<file path="src/rtl/pipeline_flow_ctrl.sv">
// pipeline_flow_ctrl
// Central flow controller for the five-stage core. Owns all PC and pipeline
// register load enables and bubble resets, and picks the next-PC source.
// Disruption sources, highest priority first: data-memory back-pressure
// (freeze), taken branch in EX, load-use hazard in ID, JAL in ID, JALR in ID.
// A watchdog traps into a sticky error when the memory stays busy too long.
//
// Ports
//   clk, reset_n                 core clock (rising edge), async active-low reset
//   mem_busy                     data memory not ready -> freeze everything
//   cond_taken                   conditional branch in EX resolved taken
//   jal_id, jalr_id              JAL / JALR decoded in ID
//   ex_load, ex_rd               EX holds a load writing ex_rd
//   id_rs1, id_rs2               ID source registers
//   id_use_rs1, id_use_rs2       ID instruction actually reads that source
//   pc_sel                       000 PC+4, 001 branch, 010 JAL, 011 JALR
//   pc_le, if_id_le, pipe_le     load enables (pipe_le covers ID/EX, EX/MEM, MEM/WB)
//   if_id_reset, id_ex_reset     synchronous bubble insertion
//   err                          sticky memory-timeout error
//   stall_cnt, flush_cnt         saturating performance counters
//
// States
//   ST_RUN      | normal flow, memory ready on the previous cycle
//   ST_MEM_WAIT | memory busy streak in progress, wait_cnt counts it
//   ST_ERROR    | memory timeout trapped; pipeline frozen until reset

module pipeline_flow_ctrl #(
    parameter logic [7:0] MEM_TIMEOUT = 8'd255
) (
    input  logic        clk,
    input  logic        reset_n,
    input  logic        mem_busy,
    input  logic        cond_taken,
    input  logic        jal_id,
    input  logic        jalr_id,
    input  logic        ex_load,
    input  logic [4:0]  ex_rd,
    input  logic [4:0]  id_rs1,
    input  logic [4:0]  id_rs2,
    input  logic        id_use_rs1,
    input  logic        id_use_rs2,
    output logic [2:0]  pc_sel,
    output logic        pc_le,
    output logic        if_id_le,
    output logic        pipe_le,
    output logic        if_id_reset,
    output logic        id_ex_reset,
    output logic        err,
    output logic [15:0] stall_cnt,
    output logic [15:0] flush_cnt
);

    typedef enum logic [1:0] {
        ST_RUN      = 2'd0,
        ST_MEM_WAIT = 2'd1,
        ST_ERROR    = 2'd2
    } state_t;

    state_t     state;
    logic [7:0] wait_cnt;
    logic       lu_hold;
    logic       lu;
    logic       lu_stall;

    // lu_hold masks the hazard for the cycle right after the stall, when the
    // load has moved on to MEM and its result can be forwarded.
    assign lu = ex_load && (ex_rd != 5'd0) &&
                ((id_use_rs1 && (id_rs1 == ex_rd)) ||
                 (id_use_rs2 && (id_rs2 == ex_rd))) &&
                !lu_hold;

    always_comb begin
        pc_sel      = 3'b000;
        pc_le       = 1'b1;
        if_id_le    = 1'b1;
        pipe_le     = 1'b1;
        if_id_reset = 1'b0;
        id_ex_reset = 1'b0;
        lu_stall    = 1'b0;
        if (!reset_n) begin
            pc_le       = 1'b0;
            if_id_le    = 1'b0;
            pipe_le     = 1'b0;
            if_id_reset = 1'b1;
            id_ex_reset = 1'b1;
        end else if (state == ST_ERROR || mem_busy) begin
            pc_le    = 1'b0;
            if_id_le = 1'b0;
            pipe_le  = 1'b0;
        end else if (cond_taken) begin
            // ID is squashed here, so a simultaneous load-use hazard is moot.
            pc_sel      = 3'b001;
            if_id_reset = 1'b1;
            id_ex_reset = 1'b1;
        end else if (lu) begin
            pc_le       = 1'b0;
            if_id_le    = 1'b0;
            id_ex_reset = 1'b1;
            lu_stall    = 1'b1;
        end else if (jal_id) begin
            pc_sel      = 3'b010;
            if_id_reset = 1'b1;
        end else if (jalr_id) begin
            pc_sel      = 3'b011;
            if_id_reset = 1'b1;
        end
    end

    assign err = (state == ST_ERROR);

    always_ff @(posedge clk or negedge reset_n) begin
        if (!reset_n) begin
            state     <= ST_RUN;
            wait_cnt  <= 8'd0;
            lu_hold   <= 1'b0;
            stall_cnt <= 16'd0;
            flush_cnt <= 16'd0;
        end else if (state != ST_ERROR) begin
            if ((mem_busy || lu_stall) && (stall_cnt != 16'hFFFF))
                stall_cnt <= stall_cnt + 16'd1;
            if ((pc_sel != 3'b000) && (flush_cnt != 16'hFFFF))
                flush_cnt <= flush_cnt + 16'd1;

            // Frozen cycles leave the hazard mask untouched.
            if (!mem_busy)
                lu_hold <= lu_stall;

            case (state)
                ST_RUN: begin
                    if (mem_busy) begin
                        state    <= ST_MEM_WAIT;
                        wait_cnt <= 8'd1;
                    end
                end
                ST_MEM_WAIT: begin
                    if (!mem_busy) begin
                        state    <= ST_RUN;
                        wait_cnt <= 8'd0;
                    end else if (wait_cnt == MEM_TIMEOUT) begin
                        state <= ST_ERROR;
                    end else begin
                        wait_cnt <= wait_cnt + 8'd1;
                    end
                end
                default: state <= ST_ERROR;
            endcase
        end
    end

endmodule

</file>
<file path="config.mk">
export PLATFORM = sky130hd
export DESIGN_NAME = pipeline_flow_ctrl
export DESIGN_NICKNAME = d
export VERILOG_FILES = /design/src/rtl/pipeline_flow_ctrl.sv
export SDC_FILE = /design/constraint.sdc
export NUM_CORES = 1
export LEC_CHECK = 0
export ABC_AREA = 1
export CAP_MARGIN = 20
export CORE_ASPECT_RATIO = 1.2
export CORE_MARGIN = 5
export CORE_UTILIZATION = 47
export CTS_BUF_LIST = sky130_fd_sc_hd__clkbuf_8
export CTS_CLUSTER_DIAMETER = 200
export CTS_CLUSTER_SIZE = 8
export DETAILED_ROUTE_END_ITERATION = 16
export GPL_TIMING_DRIVEN = 0
export PLACE_DENSITY = 0.83
export SYNTH_ARGS = -nofsm -noshare
export SYNTH_HDL_FRONTEND = slang
export SYNTH_SLANG_ARGS = --single-unit
export TNS_END_PERCENT = 50
</file>
<file path="constraint.sdc">
create_clock -name clk -period 1.78 [get_ports clk]
set_input_delay 0.178 -clock clk [delete_from_list [all_inputs] [get_ports clk]]
set_output_delay 0.178 -clock clk [all_outputs]
set_load 0.02 [all_outputs]
</file>
==> reports/metrics.yaml <==
status:
  status: "finished, violations left"
  violations: "negative setup slack"
clock_network:
  htree_levels: 2
  cts_buffer_depth: 2
  cts_tree: "built"
  numClockSinks: 43
  clk-insertion-delay-late_ps: 300
  cts_buffers: 5
  clk_pin_slew_worst_paths_ps: 80
  clockRootBuffer: "clkbuf_8"
placed_design:
  hpwl_um: 5360
  port_buffers: 63
  dpl-instance-area_sq_mm: 0.00361
  place.gp.congestion: 0.941
  preCtsSetupSlack_ps: -579
  placed_cells: 547
grt:
  antenna_found_initial: 0
  track_usage: 0.202
  first_global_vias: 2888
  overflow: 0
  grt_pass1_wl_um: 12400
  grt_max_degree: 40
setup_path:
  critPathTopFamily: "simple AND/OR/NAND/NOR gates"
  crit_top_cell: "nand2_1"
  crit_chain: "ha_4 -> nand3_4 -> nor2_4 -> nand2_2 -> nor4_4 -> a21oi_4 -> nand2_4 -> clkbuf_16 -> nand2_1 -> nand2_1"
  crit_fanout: 5
  cp_data_arrival_time_ps: 2040
  critPathRequiredTime_ps: 2010
  end_kind: "flip-flop"
  critPathSlowestCell: "dfrtp_2"
  worstSetupPathType: "reg -> reg"
  critical-path-max-stage-delay_ps: 410
  start_kind: "flip-flop"
  crit_buf_inv: 1
power:
  netSwitchingPower_mw: 0.954
  p_per_area_mw_per_mm2: 686
  ir_worst_vdd_mv: 0.588
  clockPowerShare: 0.244
  p_int_mw: 1.89
  switching_share: 0.335
  power.leakage_nw: 2.13
  power_frac_comb: 0.327
  p_seq_frac: 0.430
sta:
  hold_viol: 0
  hold_ws_ps: 217
  max_freq_mhz: 552
  slew_viol_final: 0
  rsz0062_at_grt: "true"
  fin_crit_sh: 1.02
  setup_slack_ps: -31.7
  setup_viol_count_final: 5
  final.setup_skew_ps: 13.2
  fin_crit_ps: 1810
floorplanning:
  start_util: 0.478
  die_area_sq_mm: 0.00774
  ioPinCount: 65
  die_height_um: 95.4
  coreArea_sq_mm: 0.00597
  rows: 31
  dieWidth_um: 81.2
job:
  maxCapViolations: 0
synthesis:
  ys.flop_type: "dfrtp_1"
  yosysWarnings: 0
  ys_types: 32
  syn_avg_cell_area_sq_um: 7.12
  ys_ff_latch: 43
  syn_area_sq_mm: 0.00286
  ys_seq_area_frac: 0.377
  yosys-top-cells-area: "dfrtp_1 38%, nand2_1 17%, nand3_1 9.1%"
  synth_edf_count: 0
  syn_nets: 428
  synthCells: 401
  synth_top_cell_area_share: 0.377
  synth_top_cell_by_area: "dfrtp_1"
  synthArstFlopShare: 1.00
cells_and_area:
  synthToLayoutAreaGrowth_pct: 45.4
  post-route-util: 0.695
  n_antenna_cell: 0
  fin_nets: 530
  final_cell_area_sq_mm: 0.00415
  layoutNonFillerInstCount: 586
  drive_gt1_frac: 0.216
detailed_routing:
  first_pass_iters: 5
  ant_nets: 0
  wirelength_um: 8130
  drc: 0
  drtIter0Drc: 148
  wl_per_cell_um: 13.9
  viasPerCell: 5.14
  vias: 3011
hold_path:
  hold_path.class: "in -> async"
[path summary, 6_finish.rpt]
kind | end | slack (ps) | start | cells past startpoint
setup / recovery | flush_cnt[11] | -30 | flush_cnt[0] | 10
hold / removal | flush_cnt[0] | 220 | reset_n | 2
setup reg to reg | flush_cnt[11] | -30 | flush_cnt[0] | 10
hold reg to reg | wait_cnt[4] | 520 | wait_cnt[4] | 2
max in group asynchronous | stall_cnt[0] | 1040 | reset_n | 4
min in group clk | wait_cnt[4] | 520 | wait_cnt[4] | 2
[placed cells by master (no fill, tap or decap), types with 8 or more instances in the layout]
cell type,n
buf_4,32
clkdlybuf4s50_1,40
dfrtp_1,39
dlymetal6s2s_1,9
inv_1,47
nand2_1,119
nand2_2,14
nand3_1,47
nor2_1,28
o21ai_0,8
xnor2_1,13
xor2_1,18
[layout make-up]
cell class,instances,area (sq um)
fill,486,1820
buffer,9,90.1
timing repair buffer,95,910
multi-input combinational,297,1670
clock inverter,1,3.75
sequential,43,1080
inverter,52,195
tap,82,103
clock buffer,7,96.3
[synth_stat cells (2+ instances only)]
cell     number
nand2_1     131
nand3_1      52
inv_1        50
dfrtp_1      43
nor2_1       32
xor2_1       18
xnor2_1      13
o21ai_0      10
nor3_1        7
a21oi_1       4
buf_2         4
buf_4         3
ha_1          3
nand2_2       3
nand2_4       3
nand4_1       3
nor3_2        3
buf_6         2
inv_2         2
nand3_2       2
nor2_2        2
[cells by family (layout without fill, tap and decap cells)]
| kind of cell | count (synthesis) | after routing | share of synthesized area |
|---|---|---|---|
| AO/OA/AOI/OAI | 19 | 19 | 0.0377 |
| XOR/XNOR | 31 | 31 | 0.0951 |
| adder cells (fa/ha/maj) | 3 | 3 | 0.0131 |
| buffers and inverters | 61 | 164 | 0.0911 |
| flip-flops | 43 | 43 | 0.377 |
| other | 1 | 1 | 0.00131 |
| AND/OR/NAND/NOR | 243 | 243 | 0.385 |
[metrics by stage]
step                setup TNS [ps]  total power [mW]
floorplan                    -93.5              1.64
global placement            -86070              1.98
detailed placement          -13440              2.01
CTS                              0              2.72
global route                 -1710              2.99
finish                       -42.9              2.85
[flip-flops by register name, summed over array words and instances (netlist names)]
name / flops
state: 2
lu_hold: 1
wait_cnt: 8
flush_cnt: 16
stall_cnt: 16
[per-layer routing]
layer / track usage / wire length [um]
met1: 0.234 / 3210
met3: 0.0397 / 572
met2: 0.362 / 4160
met5: 0 / 0
met4: 0.0775 / 186
[timing repair]
item / CTS / global route
endpoints found under the hold margin: 43 / 0
gates resized for setup: 48 / 54
pin swaps: 12 / 22
endpoints found under the setup margin: 29 / 47
buffers inserted: 10 / 16
hold buffers: 2 / 0
gates cloned: 1 / 2
[power groups by stage]
stage	logic (mW)	clock network [mW]	registers, mW
after floorplan	0.314	0	1.33
final	0.929	0.694	1.22
after global placement	0.747	0	1.23
after global routing	1.01	0.739	1.24
after detailed placement	0.773	0	1.23
after CTS	0.818	0.690	1.21
(Power assumes the default switching activity.)
